File: src/rtl/mem_stage.sv
// Memory-access pipeline stage: request/ack data-memory handshake, store lane steering and load extension.
// Optional feature: define MEM_MISALIGN_TRAP_EN to trap misaligned H/W accesses instead of force-aligning them.
module mem_stage (
    input  logic        i_clk,
    input  logic        i_rst,
    input  logic        i_vld,
    input  logic        i_mem_read,
    input  logic        i_mem_write,
    input  logic        i_mem_reg,
    input  logic [2:0]  i_opsel,
    input  logic [31:0] i_dmem_addr,
    input  logic [31:0] i_dmem_wdata,
    input  logic [31:0] i_res,
    input  logic [4:0]  i_rd_waddr,
    input  logic        i_rd_wen,
    output logic        o_stall,
    output logic        o_dmem_req,
    output logic        o_dmem_we,
    output logic [31:0] o_dmem_addr,
    output logic [3:0]  o_dmem_mask,
    output logic [31:0] o_dmem_wdata,
    input  logic        i_dmem_ack,
    input  logic [31:0] i_dmem_rdata,
    output logic        o_vld,
    output logic        o_rd_wen,
    output logic [4:0]  o_rd_waddr,
    output logic [31:0] o_wb_data,
    output logic        o_trap
);

    typedef enum logic {IDLE, BUSY} state_t;

    state_t      state;
    logic [2:0]  opsel_q;
    logic [1:0]  lane_q;
    logic [4:0]  rd_q;
    logic        rd_wen_q;
    logic        mem_reg_q;
    logic [31:0] res_q;

    logic        is_req, is_byte, is_half, misaligned, start, trap_hit;
    logic [1:0]  lane;
    logic [3:0]  mask_n;
    logic [31:0] wdata_n;
    logic [7:0]  byte_sel;
    logic [15:0] half_sel;
    logic [31:0] load_ext;

    // Decode size and steer store lanes; H/W addresses are aligned down to their natural boundary.
    always_comb begin
        is_req  = i_vld && (i_mem_read || i_mem_write);
        is_byte = (i_opsel[1:0] == 2'b00);
        is_half = (i_opsel[1:0] == 2'b01);
        lane    = is_byte ? i_dmem_addr[1:0] : (is_half ? {i_dmem_addr[1], 1'b0} : 2'b00);
`ifdef MEM_MISALIGN_TRAP_EN
        misaligned = (is_half && i_dmem_addr[0]) || (!is_byte && !is_half && (i_dmem_addr[1:0] != 2'b00));
`else
        misaligned = 1'b0;
`endif
        start    = is_req && !misaligned;
        trap_hit = is_req && misaligned;
        if (is_byte) begin
            mask_n  = 4'b0001 << lane;
            wdata_n = {4{i_dmem_wdata[7:0]}};
        end else if (is_half) begin
            mask_n  = lane[1] ? 4'b1100 : 4'b0011;
            wdata_n = {2{i_dmem_wdata[15:0]}};
        end else begin
            mask_n  = 4'b1111;
            wdata_n = i_dmem_wdata;
        end
    end

    always_comb begin
        byte_sel = i_dmem_rdata[{lane_q, 3'b000} +: 8];
        half_sel = lane_q[1] ? i_dmem_rdata[31:16] : i_dmem_rdata[15:0];
        case (opsel_q[1:0])
            2'b00:   load_ext = {{24{~opsel_q[2] & byte_sel[7]}}, byte_sel};
            2'b01:   load_ext = {{16{~opsel_q[2] & half_sel[15]}}, half_sel};
            default: load_ext = i_dmem_rdata;
        endcase
    end

    // Upstream may only advance once the outstanding transaction is acknowledged.
    always_comb begin
        o_stall = (state == IDLE) ? start : !i_dmem_ack;
    end

    always_ff @(posedge i_clk) begin
        if (i_rst) begin
            state        <= IDLE;
            o_dmem_req   <= 1'b0;
            o_dmem_we    <= 1'b0;
            o_dmem_addr  <= '0;
            o_dmem_mask  <= '0;
            o_dmem_wdata <= '0;
            o_vld        <= 1'b0;
            o_rd_wen     <= 1'b0;
            o_rd_waddr   <= '0;
            o_wb_data    <= '0;
            o_trap       <= 1'b0;
            opsel_q      <= '0;
            lane_q       <= '0;
            rd_q         <= '0;
            rd_wen_q     <= 1'b0;
            mem_reg_q    <= 1'b0;
            res_q        <= '0;
        end else begin
            case (state)
                IDLE: begin
                    o_trap <= 1'b0;
                    if (start) begin
                        o_dmem_req   <= 1'b1;
                        o_dmem_we    <= i_mem_write;
                        o_dmem_addr  <= {i_dmem_addr[31:2], 2'b00};
                        o_dmem_mask  <= mask_n;
                        o_dmem_wdata <= wdata_n;
                        opsel_q      <= i_opsel;
                        lane_q       <= lane;
                        rd_q         <= i_rd_waddr;
                        rd_wen_q     <= i_rd_wen && !i_mem_write;
                        mem_reg_q    <= i_mem_reg || i_mem_read;
                        res_q        <= i_res;
                        o_vld        <= 1'b0;
                        o_rd_wen     <= 1'b0;
                        state        <= BUSY;
                    end else if (trap_hit) begin
                        o_vld      <= 1'b1;
                        o_rd_wen   <= 1'b0;
                        o_trap     <= 1'b1;
                        o_rd_waddr <= i_rd_waddr;
                        o_wb_data  <= i_dmem_addr;
                    end else begin
                        o_vld      <= i_vld;
                        o_rd_wen   <= i_rd_wen && i_vld;
                        o_rd_waddr <= i_rd_waddr;
                        o_wb_data  <= i_res;
                    end
                end
                BUSY: begin
                    if (i_dmem_ack) begin
                        o_dmem_req <= 1'b0;
                        o_vld      <= 1'b1;
                        o_rd_wen   <= rd_wen_q;
                        o_rd_waddr <= rd_q;
                        o_wb_data  <= mem_reg_q ? load_ext : res_q;
                        state      <= IDLE;
                    end else begin
                        o_vld    <= 1'b0;
                        o_rd_wen <= 1'b0;
                    end
                end
                default: state <= IDLE;
            endcase
        end
    end

endmodule

File: config.mk
export PLATFORM = sky130hd
export DESIGN_NAME = mem_stage
export DESIGN_NICKNAME = d
export VERILOG_FILES = /design/src/rtl/mem_stage.sv
export SDC_FILE = /design/constraint.sdc
export NUM_CORES = 1
export LEC_CHECK = 0
export CORE_MARGIN = 2
export CORE_UTILIZATION = 40
export CTS_BUF_LIST = sky130_fd_sc_hd__clkbuf_8
export DETAILED_ROUTE_END_ITERATION = 8
export PLACE_DENSITY = 0.82
export SLEW_MARGIN = 20
export SYNTH_ARGS = -nofsm -noshare
export SYNTH_HDL_FRONTEND = slang
export SYNTH_SLANG_ARGS = --single-unit
File: constraint.sdc
create_clock -name i_clk -period 2.3 [get_ports i_clk]
set_input_delay 0.575 -clock i_clk [delete_from_list [all_inputs] [get_ports i_clk]]
set_output_delay 0.575 -clock i_clk [all_outputs]
set_load 0.02 [all_outputs]
**Yosys cells after proc, flatten, opt, wreduce, memory -nomap -nowiden**

Cells that the tools add are included.

- Register bits: 152
- Input bits: 144
- Output and inout bits: 111
- Logic and storage cells: 68

- Eq/ne operators: 5
- Shift-type cells: 2
- Muxes and demuxes: 29
- Bitwise operators: 4
- Reduce and logical (&&, ||, !) cells: 12

Operator list:

| kind | count |
|---|---|
| $mux 32 | 5 |
| $pmux 32 s2 | 2 |
| $shiftx 32x6->8 | 1 |
| $mux 16 | 1 |
| $mux 4 | 3 |
| $mux 5 | 2 |
| $pmux 5 s2 | 1 |
| $mux 1 | 9 |
| $pmux 1 s2 | 4 |
| $ne 2x2->1 const B | 3 |
| $reduce_and 2->1 | 3 |
| $eq 2x1->1 const B | 2 |
| $logic_not 2->1 | 2 |
| $mux 2 | 2 |
| $shl 1x2->4 const A | 1 |
| $logic_and 1x1->1 | 3 |
| $and 1x1->1 | 2 |
| $logic_not 1->1 | 2 |
| $logic_or 1x1->1 | 2 |
| $not 1->1 | 2 |

**Longest topological paths before layout**

Gate-level depths: netlist of run 1.

- Depth in word-level cells: 6
- Mapped depth: 7
- Mapped depth without buffers: 4

**Worst setup path after synthesis of run 1**

OpenSTA, ideal clock, no wires.

- Path type: input to output
- Start: input i_dmem_ack
- End: output o_stall
- Data arrival time: 1.527 ns
- Slack: 0.198 ns
- Stages: 7
- Path buffers: 4
- Cells stage by stage: nand2b_1 buf_2 o21a_1 buf_4 buf_4 buf_2 inv_1

- Cells in the longest elaborated chain, start to end: 2

RTL lines:

| item | RTL line | RTL |
|---|---|---|
| start, declared | 22 | `input logic i_dmem_ack,` |
| $logic_not 1->1 | 86 | `o_stall = (state == IDLE) ? start : !i_dmem_ack;` |
| $mux 1 | 86 |  |
| end, declared | 16 | `output logic o_stall,` |

No other way between the ends.

**Final worst setup path of run 1**

- Start: input i_vld
- End: output o_stall

- Cells in the longest elaborated chain, start to end: 2

RTL lines:

| item | RTL line | RTL |
|---|---|---|
| start, declared | 6 | `input logic i_vld,` |
| $logic_and 1x1->1 | 51 | `is_req = i_vld && (i_mem_read \|\| i_mem_write);` |
| $mux 1 | 86 |  |

No other way between the ends.

==> impl_metrics.yaml, run 1 <==
cts:
  insertion_delay_ns: 0.46
  ctsHtreeMaxLevel: 4
  cts.clk_slew.worst_paths_ns: 0.08
  post_cts_buffers: 0
  cts_sinks: 152
  clockBufferDepth: 2
  cts-root-buf: "clkbuf_8"
  cts_tree: "built"
  ctsHoldBuffers: 0
  cts_buffers: 17
synthesis:
  yosysMostFrequentCell: "nand2_1"
  seq_area_frac_synth_pct: 42.9
  ys_warn_count: 0
  avgSynthCellArea_sq_um: 8.05
  synth_ff_type: "dfxtp_1"
  ys_ff_latch: 152
  ys_top_cells_by_count: "nand2_1 (210), dfxtp_1 (152), a21oi_1 (133)"
  syn_inst: 880
  synth_top_cell_area_share_pct: 42.9
  ys_async_sr_fraction_pct: 0
  yosys.area.top_type: "dfxtp_1"
  synth_edf_count: 0
  netlist_area_sq_mm: 0.00709
  ys_types: 45
  synth_area_leaders: "dfxtp_1 (43%), nand2_1 (11%), a21oi_1 (9.4%)"
detailed_routing:
  drtAntennaViolNets: 0
  drt-total-wl_mm: 23.7
  drt_pre_antenna_iters: 6
  drt_iter0_markers: 539
  wire_per_inst_um: 17.6
  viasPerCell: 5.49
  num_vias: 7390
  drcViolationCount: 0
global_routing:
  overflow: 0
  grt_pass1_vias: 7066
  grt_pass1_wl_mm: 36.7
  grt_max_degree: 128
  antenna_found_initial: 2
  grt_usage_pct: 25.2
floorplan:
  die_x_um: 137
  start_util_pct: 41.0
  row_count: 48
  io_pins: 255
  core_area_sq_mm: 0.0173
  dieHeight_um: 137
  fp.dieArea_sq_mm: 0.0188
final_layout:
  drive_gt1_share_pct: 8.30
  final_cells: 1347
  fin_nets: 1252
  syn_to_final_growth_pct: 45.8
timing:
  rsz0062_at_grt: "false"
  final_max_slew_viol_count: 0
  finClkSkew_ns: 0.0162
  worst_slew_pin_slew_ns: 0.691
  layout_worst_path_cycle_share_pct: 96.1
  relSlewSlack_pct: 53.9
  min_period_ns: 2.21
  setup_violations: 0
  hold_ws_ns: 0.455
  max_freq_mhz: 452
  final_hold_viol_count: 0
  postLayoutSetupSlackWorst_ns: 0.0899
pwr:
  power_density_mw_per_mm2: 644
  p_leak_nw: 3.86
  max-vdd-ir-drop_mv: 0.569
  totalPowerFinal_w: 0.00666
placement:
  io_buffer_count: 251
  preCtsSetupSlack_ns: -0.338
  place_congestion: 0.868
  placed_cells: 1314
  hpwl_mm: 16.7
job:
  maxCapViolCount: 0
worst_setup_path:
  crit_arrival_ns: 1.64
  critPathLaunchType: "input port"
  crit_fanout: 2
  end_kind: "output port"
  crit_type: "input port to output port"
  crit_required_ns: 1.73
run_status:
  status: "finished clean"
hold_path:
  hold_class: "flop to flop"
## cells in the final DEF, fill, tap and decap left out, types with 2 or more instances in the layout
| master | n |
|---|---|
| dfxtp_1 | 150 |
| nand2_1 | 210 |
| nand3b_1 | 2 |
| bufinv_16 | 2 |
| o31ai_1 | 7 |
| mux2_2 | 7 |
| mux2i_1 | 29 |
| clkbuf_8 | 18 |
| o21a_1 | 16 |
| a32o_1 | 7 |
| clkdlybuf4s50_1 | 249 |
| buf_4 | 29 |
| nor2_1 | 29 |
| clkinv_2 | 3 |
| clkinv_4 | 2 |
| a41o_1 | 8 |
| nor2b_1 | 10 |
| a31oi_1 | 9 |
| a211oi_1 | 14 |
| a21oi_1 | 133 |
| o221ai_1 | 48 |
| nor3b_1 | 8 |
| or2b_1 | 2 |
| o21ai_0 | 35 |
| conb_1 | 3 |
| nor3_1 | 2 |
| inv_1 | 30 |
| clkinvlp_4 | 3 |
| buf_12 | 13 |
| nand2b_1 | 11 |
| a311oi_1 | 8 |
| dfxtp_2 | 2 |
## layer usage
| metal | GRT usage, % | wire [um] | vias up |
|---|---|---|---|
| li1 | - | - | 3549 |
| met1 | 31.6 | 9720 | 3433 |
| met2 | 40.0 | 11000 | 348 |
| met3 | 8.63 | 2340 | 58 |
| met4 | 9.22 | 663 | 2 |
| met5 | 0 | 12 | - |
## sequential cells by signal (all words and copies together) (netlist names), 2 cells and up
register	flops
res_q	32
o_dmem_mask	4
opsel_q	3
o_dmem_wdata	32
o_dmem_addr	30
lane_q	2
o_wb_data	32
o_rd_waddr	5
rd_q	5
## final timing paths
path	start	to	slack, ns	cells past startpoint
min reg2reg	o_dmem_addr[14]	o_dmem_addr[14]	0.45	2
max	i_vld	o_stall	0.09	5
min	o_dmem_addr[14]	o_dmem_addr[14]	0.45	2
max reg2reg	state	o_wb_data[27]	0.44	5
## cells by family (layout without fill, tap and decap cells)
| family | count (synthesis) | after routing | share of synthesized area [%] |
|---|---|---|---|
| mux | 38 | 38 | 5.84 |
| simple gates | 281 | 281 | 16.6 |
| flops | 152 | 152 | 42.9 |
| buf+inv | 112 | 351 | 7.40 |
| other cells | 1 | 4 | 0.0529 |
| compound gates | 296 | 296 | 27.1 |
## timing repair
| item | in CTS | in global routing |
|---|---|---|
| gates resized for setup | 3 | 2 |
| pin swaps | 0 | 0 |
| endpoints found under the setup margin | 1 | 1 |
## layout make-up
cell class	instances	area [sq um]
flip-flops and latches	152	3050
repair buffers	292	2980
clock inverters	14	135
clock buffers	18	248
well taps	225	282
inverters	27	101
fillers	1526	6960
multi-input cells	618	3540
diodes	1	2.50
## where the power goes
part / leakage [nW] / switching, W / internal, W
Clock: 0.199 / 0.00104 / 0.000980
Combinational: 2.41 / 0.000871 / 0.000811
Sequential: 1.25 / 0.000130 / 0.00283
Total: 3.86 / 0.00204 / 0.00462
## worst max-delay path, cell delays in order
cell and delay, ns:
clkdlybuf4s50_1 0.49, nand2b_1 0.09, o21a_2 0.25, inv_1 0.06, buf_2 0.16
## stage by stage
stage	cell area (sq um)	util (%)	setup TNS, ns
floorplan	7100	-	0
global placement	9950	57.5	-1.01
detailed placement	9950	57.5	-3.62
CTS	10300	59.7	0
global route	10300	59.7	0
finish	10300	59.7	0
(Power assumes the default switching activity.)
==> run 2: changes to the inputs <==
--- a/config.mk
+++ b/config.mk
@@ -7,7 +7,6 @@
 export LEC_CHECK = 0
 export CORE_MARGIN = 2
 export CORE_UTILIZATION = 40
-export CTS_BUF_LIST = sky130_fd_sc_hd__clkbuf_8
 export DETAILED_ROUTE_END_ITERATION = 8
 export PLACE_DENSITY = 0.82
 export SLEW_MARGIN = 20
==> run 2 against run 1 <==
Final cell count stayed put. Sequential power barely moved. Critical path depth did not move. First-iteration DRC count is 1.3% lower. Sequential share of layout area is 0.55 points lower. Clock power rose by 36%. Fmax rose by 0.28%. Cell area increased by 1.9%. Largest cell class unchanged.
==> impl_metrics.yaml, run 2 (synthesis gave the netlist of run 1 again) <==
timing:
  setup_violations: 0
  max_freq_mhz: 454
  hold_ws_ns: 0.452
  worst_slew_pin_slew_ns: 0.702
  layout_worst_path_cycle_share_pct: 95.8
  finClkSkew_ns: 0.0117
  min_period_ns: 2.20
  final_hold_viol_count: 0
  relSlewSlack_pct: 53.2
  final_max_slew_viol_count: 0
  rsz0062_at_grt: "false"
  postLayoutSetupSlackWorst_ns: 0.0961
hold_path:
  hold_class: "flop to flop"
  holdPathStages: 2
  min_to: "o_dmem_addr[8]"
  hp-start: "o_dmem_addr[8]"
placement:
  place_congestion: 0.868
  io_buffer_count: 251
  hpwl_mm: 16.7
  preCtsSetupSlack_ns: -0.338
cts:
  cts.clk_slew.worst_paths_ns: 0.06
  cts-root-buf: "clkbuf_16"
  clockBufferDepth: 2
  cts_buffers: 17
  cts_sinks: 152
  cts_tree: "built"
  ctsHtreeMaxLevel: 4
  insertion_delay_ns: 0.42
  ctsHoldBuffers: 0
detailed_routing:
  drtAntennaViolNets: 0
  drt-total-wl_mm: 23.7
  num_vias: 7396
  viasPerCell: 5.49
  wire_per_inst_um: 17.6
  drt_pre_antenna_iters: 6
  drt_iter0_markers: 532
  drcViolationCount: 0
global_routing:
  grt_usage_pct: 25.3
  grt_max_degree: 128
  grt_pass1_vias: 7106
  grt_pass1_wl_mm: 37.0
  antenna_found_initial: 2
  overflow: 0
final_layout:
  fill_cells: 1492
  final_cell_mix: "clkdlybuf4s50_1 (249), nand2_1 (210), dfxtp_1 (150)"
  syn_to_final_growth_pct: 48.5
  layout_commonest_cell: "clkdlybuf4s50_1"
  drive_gt1_share_pct: 8.21
  multi_input_area_sq_mm: 0.00355
  final_util_pct: 60.9
  reg_top3: "o_dmem_wdata (32), o_wb_data (32), res_q (32)"
  ff_latch_area_sq_mm: 0.00305
  fin_nets: 1252
worst_setup_path:
  r2r_end: "o_wb_data[16]"
  r2r_cells: 5
  crit_required_ns: 1.73
  critPathLaunchType: "input port"
  crit_type: "input port to output port"
  rr_startpoint: "state"
  end_kind: "output port"
  r2r_slack_ns: 0.46
  crit_arrival_ns: 1.63
  crit_fanout: 2
pwr:
  p_leak_nw: 3.94
  max-vdd-ir-drop_mv: 0.616
  power_density_mw_per_mm2: 701
floorplan:
  die_x_um: 137
  start_util_pct: 41.0
  core_area_sq_mm: 0.0173
  row_count: 48
  fp.dieArea_sq_mm: 0.0188
  dieHeight_um: 137
  io_pins: 255
run_status:
  status: "finished clean"
job:
  maxCapViolCount: 0
run 2: cell type report:
type,instances,share of cell area (%)
diodes,1,0.0238
repair buffers,292,28.3
multi-input cells,618,33.7
well taps,225,2.67
inverters,27,0.963
flip-flops and latches,152,28.9
clock inverters,11,1.18
clock buffers,21,4.28
run 2: stage by stage:
| step | area (sq um) | setup TNS, ns | total power (W) | cells |
|---|---|---|---|---|
| after CTS | 10500 | 0 | 0.00743 | 1346 |
| final | 10500 | 0 | 0.00738 | 1347 |
| after global routing | 10500 | 0 | 0.00771 | 1346 |
| after detailed placement | 9950 | -3.62 | 0.00469 | 1314 |
| after global placement | 9950 | -1.01 | 0.00466 | 1314 |
| after floorplan | 7100 | 0 | 0.00384 | 882 |
run 2: worst max path at each step:
stage | start | end | slack, ns | cells past startpoint
final | i_vld | o_stall | 0.1 | 5
after global routing | i_mem_write | o_stall | 0.05 | 5
after CTS | i_vld | o_stall | 0.01 | 5
after detailed placement | i_vld | o_stall | -0.34 | 5
after global placement | i_mem_read | o_stall | -0.31 | 5
after floorplan | i_dmem_ack | o_stall | 0.20 | 7
run 2: what timing repair did:
action | in CTS | in global routing
pin swaps | 0 | 0
setup buffers | 0 | 0
setup endpoints to repair | 1 | 1
resized for setup | 4 | 1
run 2: critical path: stages:
cell and delay (ns):
clkdlybuf4s50_1 0.50, nand2b_1 0.11, o21a_4 0.24, inv_1 0.05, buf_2 0.16
run 2: layer usage:
layer	wire length, um	track usage (%)
met5	12	0
met3	2340	8.48
met4	678	9.16
met1	9690	31.7
met2	11000	40.4
run 2: where the power goes:
group / total [W] / internal [W] / switching, W / leakage, nW
Sequential: 0.00296 / 0.00283 / 0.000130 / 1.25
Clock: 0.00274 / 0.00163 / 0.00111 / 0.273
Combinational: 0.00168 / 0.000812 / 0.000870 / 2.41
==> run 3: changes to the inputs <==
--- a/config.mk
+++ b/config.mk
@@ -7,6 +7,7 @@
 export LEC_CHECK = 0
 export CORE_MARGIN = 2
 export CORE_UTILIZATION = 40
+export CTS_CLUSTER_DIAMETER = 100
 export DETAILED_ROUTE_END_ITERATION = 8
 export PLACE_DENSITY = 0.82
 export SLEW_MARGIN = 20
==> results of run 3 <==
No change in the layout: final DEF, timing and power equal those of run 2.
